## config.mk

```make
export PLATFORM = sky130hd
export DESIGN_NAME = bram_port_client
export DESIGN_NICKNAME = d
export VERILOG_FILES = /design/src/rtl/bram_port_client_pkg.sv /design/src/rtl/bram_port_client_resp_buffer.sv /design/src/rtl/bram_port_client.sv
export SDC_FILE = /design/constraint.sdc
export NUM_CORES = 1
export LEC_CHECK = 0
export ABC_AREA = 1
export ABC_CLOCK_PERIOD_IN_PS = 1700
export CAP_MARGIN = 10
export CORE_MARGIN = 10
export CORE_UTILIZATION = 39
export DETAILED_ROUTE_END_ITERATION = 10
export GPL_TIMING_DRIVEN = 0
export PLACE_DENSITY = 0.78
export SYNTH_ARGS = -nofsm -noshare
export SYNTH_HDL_FRONTEND = slang
export SYNTH_SLANG_ARGS = --single-unit
```

## constraint.sdc

```tcl
create_clock -name CLK -period 1.7 [get_ports CLK]
set_input_delay 0.34 -clock CLK [delete_from_list [all_inputs] [get_ports CLK]]
set_output_delay 0.34 -clock CLK [all_outputs]
set_load 0.05 [all_outputs]
```

## src/rtl/bram_port_client_pkg.sv

```systemverilog
// rtl/bram_port_client_pkg.sv - shared types and constants for the BRAM port client (option: BRAM_PORT_CLIENT_WRITE_ACK_EN)
package bram_port_client_pkg;

    // Response buffer capacity; together with the pending flag this bounds occupancy.
    localparam int RESP_BUF_DEPTH = 2;
    localparam int CNT_WIDTH      = $clog2(RESP_BUF_DEPTH + 1);

    // Default geometry of the attached RAM port.
    localparam int DEF_ADDR_WIDTH = 8;
    localparam int DEF_DATA_WIDTH = 8;

    // One request as offered by the streaming client.
    typedef struct packed {
        logic                      we;
        logic [DEF_ADDR_WIDTH-1:0] addr;
        logic [DEF_DATA_WIDTH-1:0] data;
    } req_t;

    // Where the currently offered response comes from.
    typedef enum logic [1:0] {
        RESP_SRC_NONE   = 2'd0,
        RESP_SRC_BYPASS = 2'd1,
        RESP_SRC_BUFFER = 2'd2
    } resp_src_e;

    // A new request fits only if buffered entries plus the in-flight one leave a free slot.
    function automatic logic occ_has_room(input logic [CNT_WIDTH-1:0] count,
                                          input logic                 pending);
        logic [CNT_WIDTH:0] occ;
        occ = {1'b0, count} + {{CNT_WIDTH{1'b0}}, pending};
        return occ < (CNT_WIDTH + 1)'(RESP_BUF_DEPTH);
    endfunction

endpackage

```

## src/rtl/bram_port_client_resp_buffer.sv

```systemverilog
// rtl/bram_port_client_resp_buffer.sv - two-entry in-order response FIFO (bram_resp_buffer)
module bram_resp_buffer
    import bram_port_client_pkg::*;
#(
    parameter int DATA_WIDTH = DEF_DATA_WIDTH
) (
    input  logic                  CLK,
    input  logic                  RESET,
    input  logic                  enq,
    input  logic [DATA_WIDTH-1:0] enq_data,
    input  logic                  deq,
    output logic [DATA_WIDTH-1:0] head_data,
    output logic [CNT_WIDTH-1:0]  count
);

    logic [DATA_WIDTH-1:0] slots [RESP_BUF_DEPTH];
    logic                  head;
    logic                  tail;

    // Pointer and occupancy bookkeeping; a simultaneous enq/deq moves both pointers and keeps count.
    always_ff @(posedge CLK or posedge RESET) begin
        if (RESET) begin
            head  <= 1'b0;
            tail  <= 1'b0;
            count <= '0;
        end else begin
            if (enq) begin
                tail <= ~tail;
            end
            if (deq) begin
                head <= ~head;
            end
            case ({enq, deq})
                2'b10:   count <= count + CNT_WIDTH'(1);
                2'b01:   count <= count - CNT_WIDTH'(1);
                default: count <= count;
            endcase
        end
    end

    // Payload storage needs no reset: a slot is only read after it has been written.
    always_ff @(posedge CLK) begin
        if (enq) begin
            slots[tail] <= enq_data;
        end
    end

    assign head_data = slots[head];

endmodule

```

## src/rtl/bram_port_client.sv

```systemverilog
// rtl/bram_port_client.sv - request/response front end for one BRAM port (option: BRAM_PORT_CLIENT_WRITE_ACK_EN)
module bram_port_client
    import bram_port_client_pkg::*;
#(
    parameter int ADDR_WIDTH = DEF_ADDR_WIDTH,
    parameter int DATA_WIDTH = DEF_DATA_WIDTH
) (
    input  logic                  CLK,
    input  logic                  RESET,
    input  logic                  REQ_VALID,
    output logic                  REQ_READY,
    input  logic                  REQ_WE,
    input  logic [ADDR_WIDTH-1:0] REQ_ADDR,
    input  logic [DATA_WIDTH-1:0] REQ_DATA,
    output logic                  RESP_VALID,
    input  logic                  RESP_READY,
    output logic [DATA_WIDTH-1:0] RESP_DATA,
    output logic [ADDR_WIDTH-1:0] MEM_ADDR,
    output logic [DATA_WIDTH-1:0] MEM_DI,
    output logic                  MEM_WE,
    input  logic [DATA_WIDTH-1:0] MEM_DO
);

    logic                  pending;
    logic                  req_fire;
    logic                  issue_resp;
    logic [DATA_WIDTH-1:0] pend_data;
    logic [CNT_WIDTH-1:0]  buf_count;
    logic [DATA_WIDTH-1:0] buf_head;
    logic                  buf_enq;
    logic                  buf_deq;
    resp_src_e             resp_src;

    // Readiness looks only at registered state so the client never sees a RESP_READY path.
    assign REQ_READY = occ_has_room(buf_count, pending);
    assign req_fire  = REQ_VALID && REQ_READY;

    assign MEM_ADDR  = REQ_ADDR;
    assign MEM_DI    = REQ_DATA;
    assign MEM_WE    = req_fire && REQ_WE;

`ifdef BRAM_PORT_CLIENT_WRITE_ACK_EN
    logic                  pend_is_write;
    logic [DATA_WIDTH-1:0] ack_data;

    assign issue_resp = req_fire;
    assign pend_data  = pend_is_write ? ack_data : MEM_DO;

    // Remember whether the in-flight response is a write acknowledge.
    always_ff @(posedge CLK or posedge RESET) begin
        if (RESET) begin
            pend_is_write <= 1'b0;
        end else if (req_fire) begin
            pend_is_write <= REQ_WE;
        end
    end

    // Hold the written data so the acknowledge can travel down the read-return path.
    always_ff @(posedge CLK) begin
        if (req_fire && REQ_WE) begin
            ack_data <= REQ_DATA;
        end
    end
`else
    assign issue_resp = req_fire && !REQ_WE;
    assign pend_data  = MEM_DO;
`endif

    // The pending flag marks the single cycle in which the RAM presents read data.
    always_ff @(posedge CLK or posedge RESET) begin
        if (RESET) begin
            pending <= 1'b0;
        end else begin
            pending <= issue_resp;
        end
    end

    // Older buffered data always wins so responses stay in request order.
    always_comb begin
        resp_src = RESP_SRC_NONE;
        if (buf_count != '0) begin
            resp_src = RESP_SRC_BUFFER;
        end else if (pending) begin
            resp_src = RESP_SRC_BYPASS;
        end
    end

    assign RESP_VALID = (resp_src != RESP_SRC_NONE);
    assign RESP_DATA  = (resp_src == RESP_SRC_BUFFER) ? buf_head : pend_data;

    // RAM data must be caught this cycle unless it leaves directly through the bypass.
    assign buf_enq = pending && !((resp_src == RESP_SRC_BYPASS) && RESP_READY);
    assign buf_deq = (resp_src == RESP_SRC_BUFFER) && RESP_READY;

    bram_resp_buffer #(
        .DATA_WIDTH (DATA_WIDTH)
    ) u_resp_buffer (
        .CLK       (CLK),
        .RESET     (RESET),
        .enq       (buf_enq),
        .enq_data  (pend_data),
        .deq       (buf_deq),
        .head_data (buf_head),
        .count     (buf_count)
    );

endmodule
```

==> impl_metrics.toml <==
[layout]
multi_input_area_um2 = 354
fin_cells = 198
diodes = 0
syn2layout_area_growth_pct = 49.9
nets = 198
fillers = 236
drive_above_1_share_pct = 27.5
area.sequential_um2 = 608

[yosys]
ys_seq_elements = 21
synthFlopType = "edfxtp_1"
yosysTopAreaCellShare_pct = 43.4
syn_nets = 152
yosysWarnings = 0
synth_area_leader_cell = "edfxtp_1"
avgSynthCellArea_um2 = 9.07
yosysUniqueCellTypes = 18
synth.most_common_cell = "nand2_1"
ys_seq_area_share_pct = 54.8
synth.area.top_cells = "edfxtp_1, buf_4, nand2_1"
synth_edf_count = 16
synth_common_cells = "nand2_1, nor2_1, buf_4"
postSynthCellCount = 122
synth_area_um2 = 1110
async_flop_share_pct = 23.8

[clock_tree]
clk_path_buf_depth = 2
numCtsBuffers = 3
cts_root_buf = "clkbuf_4"
htreeDepth = 1
cts_tree = "built"
insertion_delay_ns = 0.30
clk_pin_slew_ns = 0.12
clkSinkCount = 21

[setup_path]
endpoint_kind = "output port"
critPathKind = "reg -> out"
crit_path_max_fanout = 9
cp.required_ns = 1.36
startpoint_type = "flip-flop"
worst_ep_arrival_time_ns = 1.42

[floorplan]
fp.dieH_um = 73.3
coreArea_um2 = 2730
die-area_um2 = 5370
rows = 19
initial_core_util_pct = 40.5
ios = 56
die_w_um = 73.3

[sta]
slew_violations = 0
fmax_mhz = 567
period_share_pct = 104
layout_setup_ws_ns = -0.0625
setup_viol = 9
setup-tns-final_ns = -0.272
rsz0062_at_grt = "yes"
slew_headroom_pct = 65.1
min_period_ns = 1.76
final_hold_viol_count = 0
fin_skew_ns = 0.00197
worstMarginPinSlew_ns = 0.523

[grt]
grt.total_usage_pct = 9.63
grt_start_max_net_pins = 13
grt.overflow.total = 0
grt_pass1_vias = 892
antenna_found_initial = 0
grt_pass1_wl_mm = 4.15

[placed_design]
place_congestion = 0.737
post-dp-hpwl_mm = 2.22
dp_cells = 192
numPortBuffers = 39

[drt]
vias_per_cell = 4.44
drt-initial-drc-count = 31
antenna_left = 0
drc = 0
post_drt_wl_per_cell_um = 14.0
drtPass1Iterations = 4
via_count = 880
finalWirelength_mm = 2.78

[status]
status = "finished with violations"
failed_checks = "setup timing"

[worst_hold_path]
hold_class = "in -> async"

[pwr]
cellPowerDensity_nw_per_um2 = 1780
power.leakage_nw = 0.744
peakVddDrop_mv = 1.10

[flow_run]
maxCapViolations = 0
[cells in the final DEF, fill, tap and decap left out, types with 2 or more instances in the layout]
cell type	synthesis	layout
nor2_4	1	2
buf_4	17	18
nand2_1	34	34
nor2_1	27	25
nand3_1	2	2
clkbuf_4	0	3
clkdlybuf4s50_1	0	28
dfrtp_1	5	3
inv_1	9	9
buf_6	1	9
dfrtp_2	0	2
buf_8	0	2
edfxtp_1	16	16
[routing by layer]
metal | routed length (um) | vias up | global-route usage, %
met2 | 1400 | 50 | 17.4
met3 | 463 | 0 | 4.98
li1 | - | 455 | -
met4 | 0 | 0 | 2.53
met1 | 915 | 375 | 9.35
met5 | 0 | - | 0
[state kept, by name (all words and copies together) (netlist names)]
name                 cells
u_resp_buffer.tail       1
pending                  1
u_resp_buffer.head       1
u_resp_buffer.count      2
u_resp_buffer.slots     16
[area by class of cell]
| class | count | area share [%] |
|---|---|---|
| Buffer | 18 | 8.60 |
| Clock buffer | 3 | 1.36 |
| Clock inverter | 1 | 0.302 |
| Inverter | 11 | 3.09 |
| Multi-Input combinational cell | 72 | 21.4 |
| Sequential cell | 21 | 36.7 |
| Tap cell | 31 | 2.34 |
| Timing Repair Buffer | 41 | 26.3 |
[power breakdown]
| group | leakage, nW | total, mW | internal (mW) | switching [mW] |
|---|---|---|---|---|
| clock network | 0.0177 | 0.237 | 0.0876 | 0.150 |
| logic | 0.522 | 1.99 | 0.731 | 1.26 |
| registers | 0.205 | 0.728 | 0.655 | 0.0735 |
| total | 0.744 | 2.96 | 1.47 | 1.48 |
[per-stage QoR]
stage	setup slack, ns	util [%]	hold slack, ns	instance area, um^2	power (mW)
after floorplan	0.0757	-	0.119	1120	2.00
after detailed placement	-0.452	56.8	0.471	1550	2.53
after CTS	-0.0751	58.9	0.232	1610	2.88
after global placement	-0.411	56.8	0.455	1550	2.49
final	-0.0625	60.6	0.229	1660	2.96
after global routing	-0.140	60.6	0.222	1660	3.16
[cell families after synthesis]
family / after synthesis / synth area share (%)
fa+ha+maj: 1 / 1.13
xor+xnor: 1 / 0.792
compound gates: 2 / 0.904
simple gates: 68 / 26.1
flops: 21 / 54.8
buf+inv: 29 / 16.3
[path summary, 6_finish.rpt]
check / slack (ns) / to / depth (start not counted) / from
min in group CLK: 0.49 / u_resp_buffer.tail$_DFFE_PP0N_ / 2 / u_resp_buffer.tail$_DFFE_PP0N_
max in group asynchronous: 1.28 / u_resp_buffer.count[1]$_DFFE_PP0P_ / 2 / RESET
worst min register to register: 0.49 / u_resp_buffer.tail$_DFFE_PP0N_ / 2 / u_resp_buffer.tail$_DFFE_PP0N_
worst min-delay path: 0.23 / pending$_DFF_PP0_ / 2 / RESET
worst max-delay path: -0.06 / RESP_VALID / 4 / u_resp_buffer.count[0]$_DFFE_PP0P_
worst max register to register: 0.15 / u_resp_buffer.count[1]$_DFFE_PP0P_ / 9 / u_resp_buffer.count[0]$_DFFE_PP0P_
[what timing repair did]
action                                  CTS  global route
hold buffers                              0             0
setup buffers                             1             1
gates resized for setup                  77             6
hold endpoints to repair                  0             0
pin swaps                                 1             2
endpoints found under the setup margin   19            19
[worst max-delay path, stage by stage (launching register included)]
cell and delay, ns:
dfrtp_2 0.47, nor2_4 0.18, inv_4 0.08, or2_1 0.23
buf_6 0.16
Power figures use the tool's default switching activity.
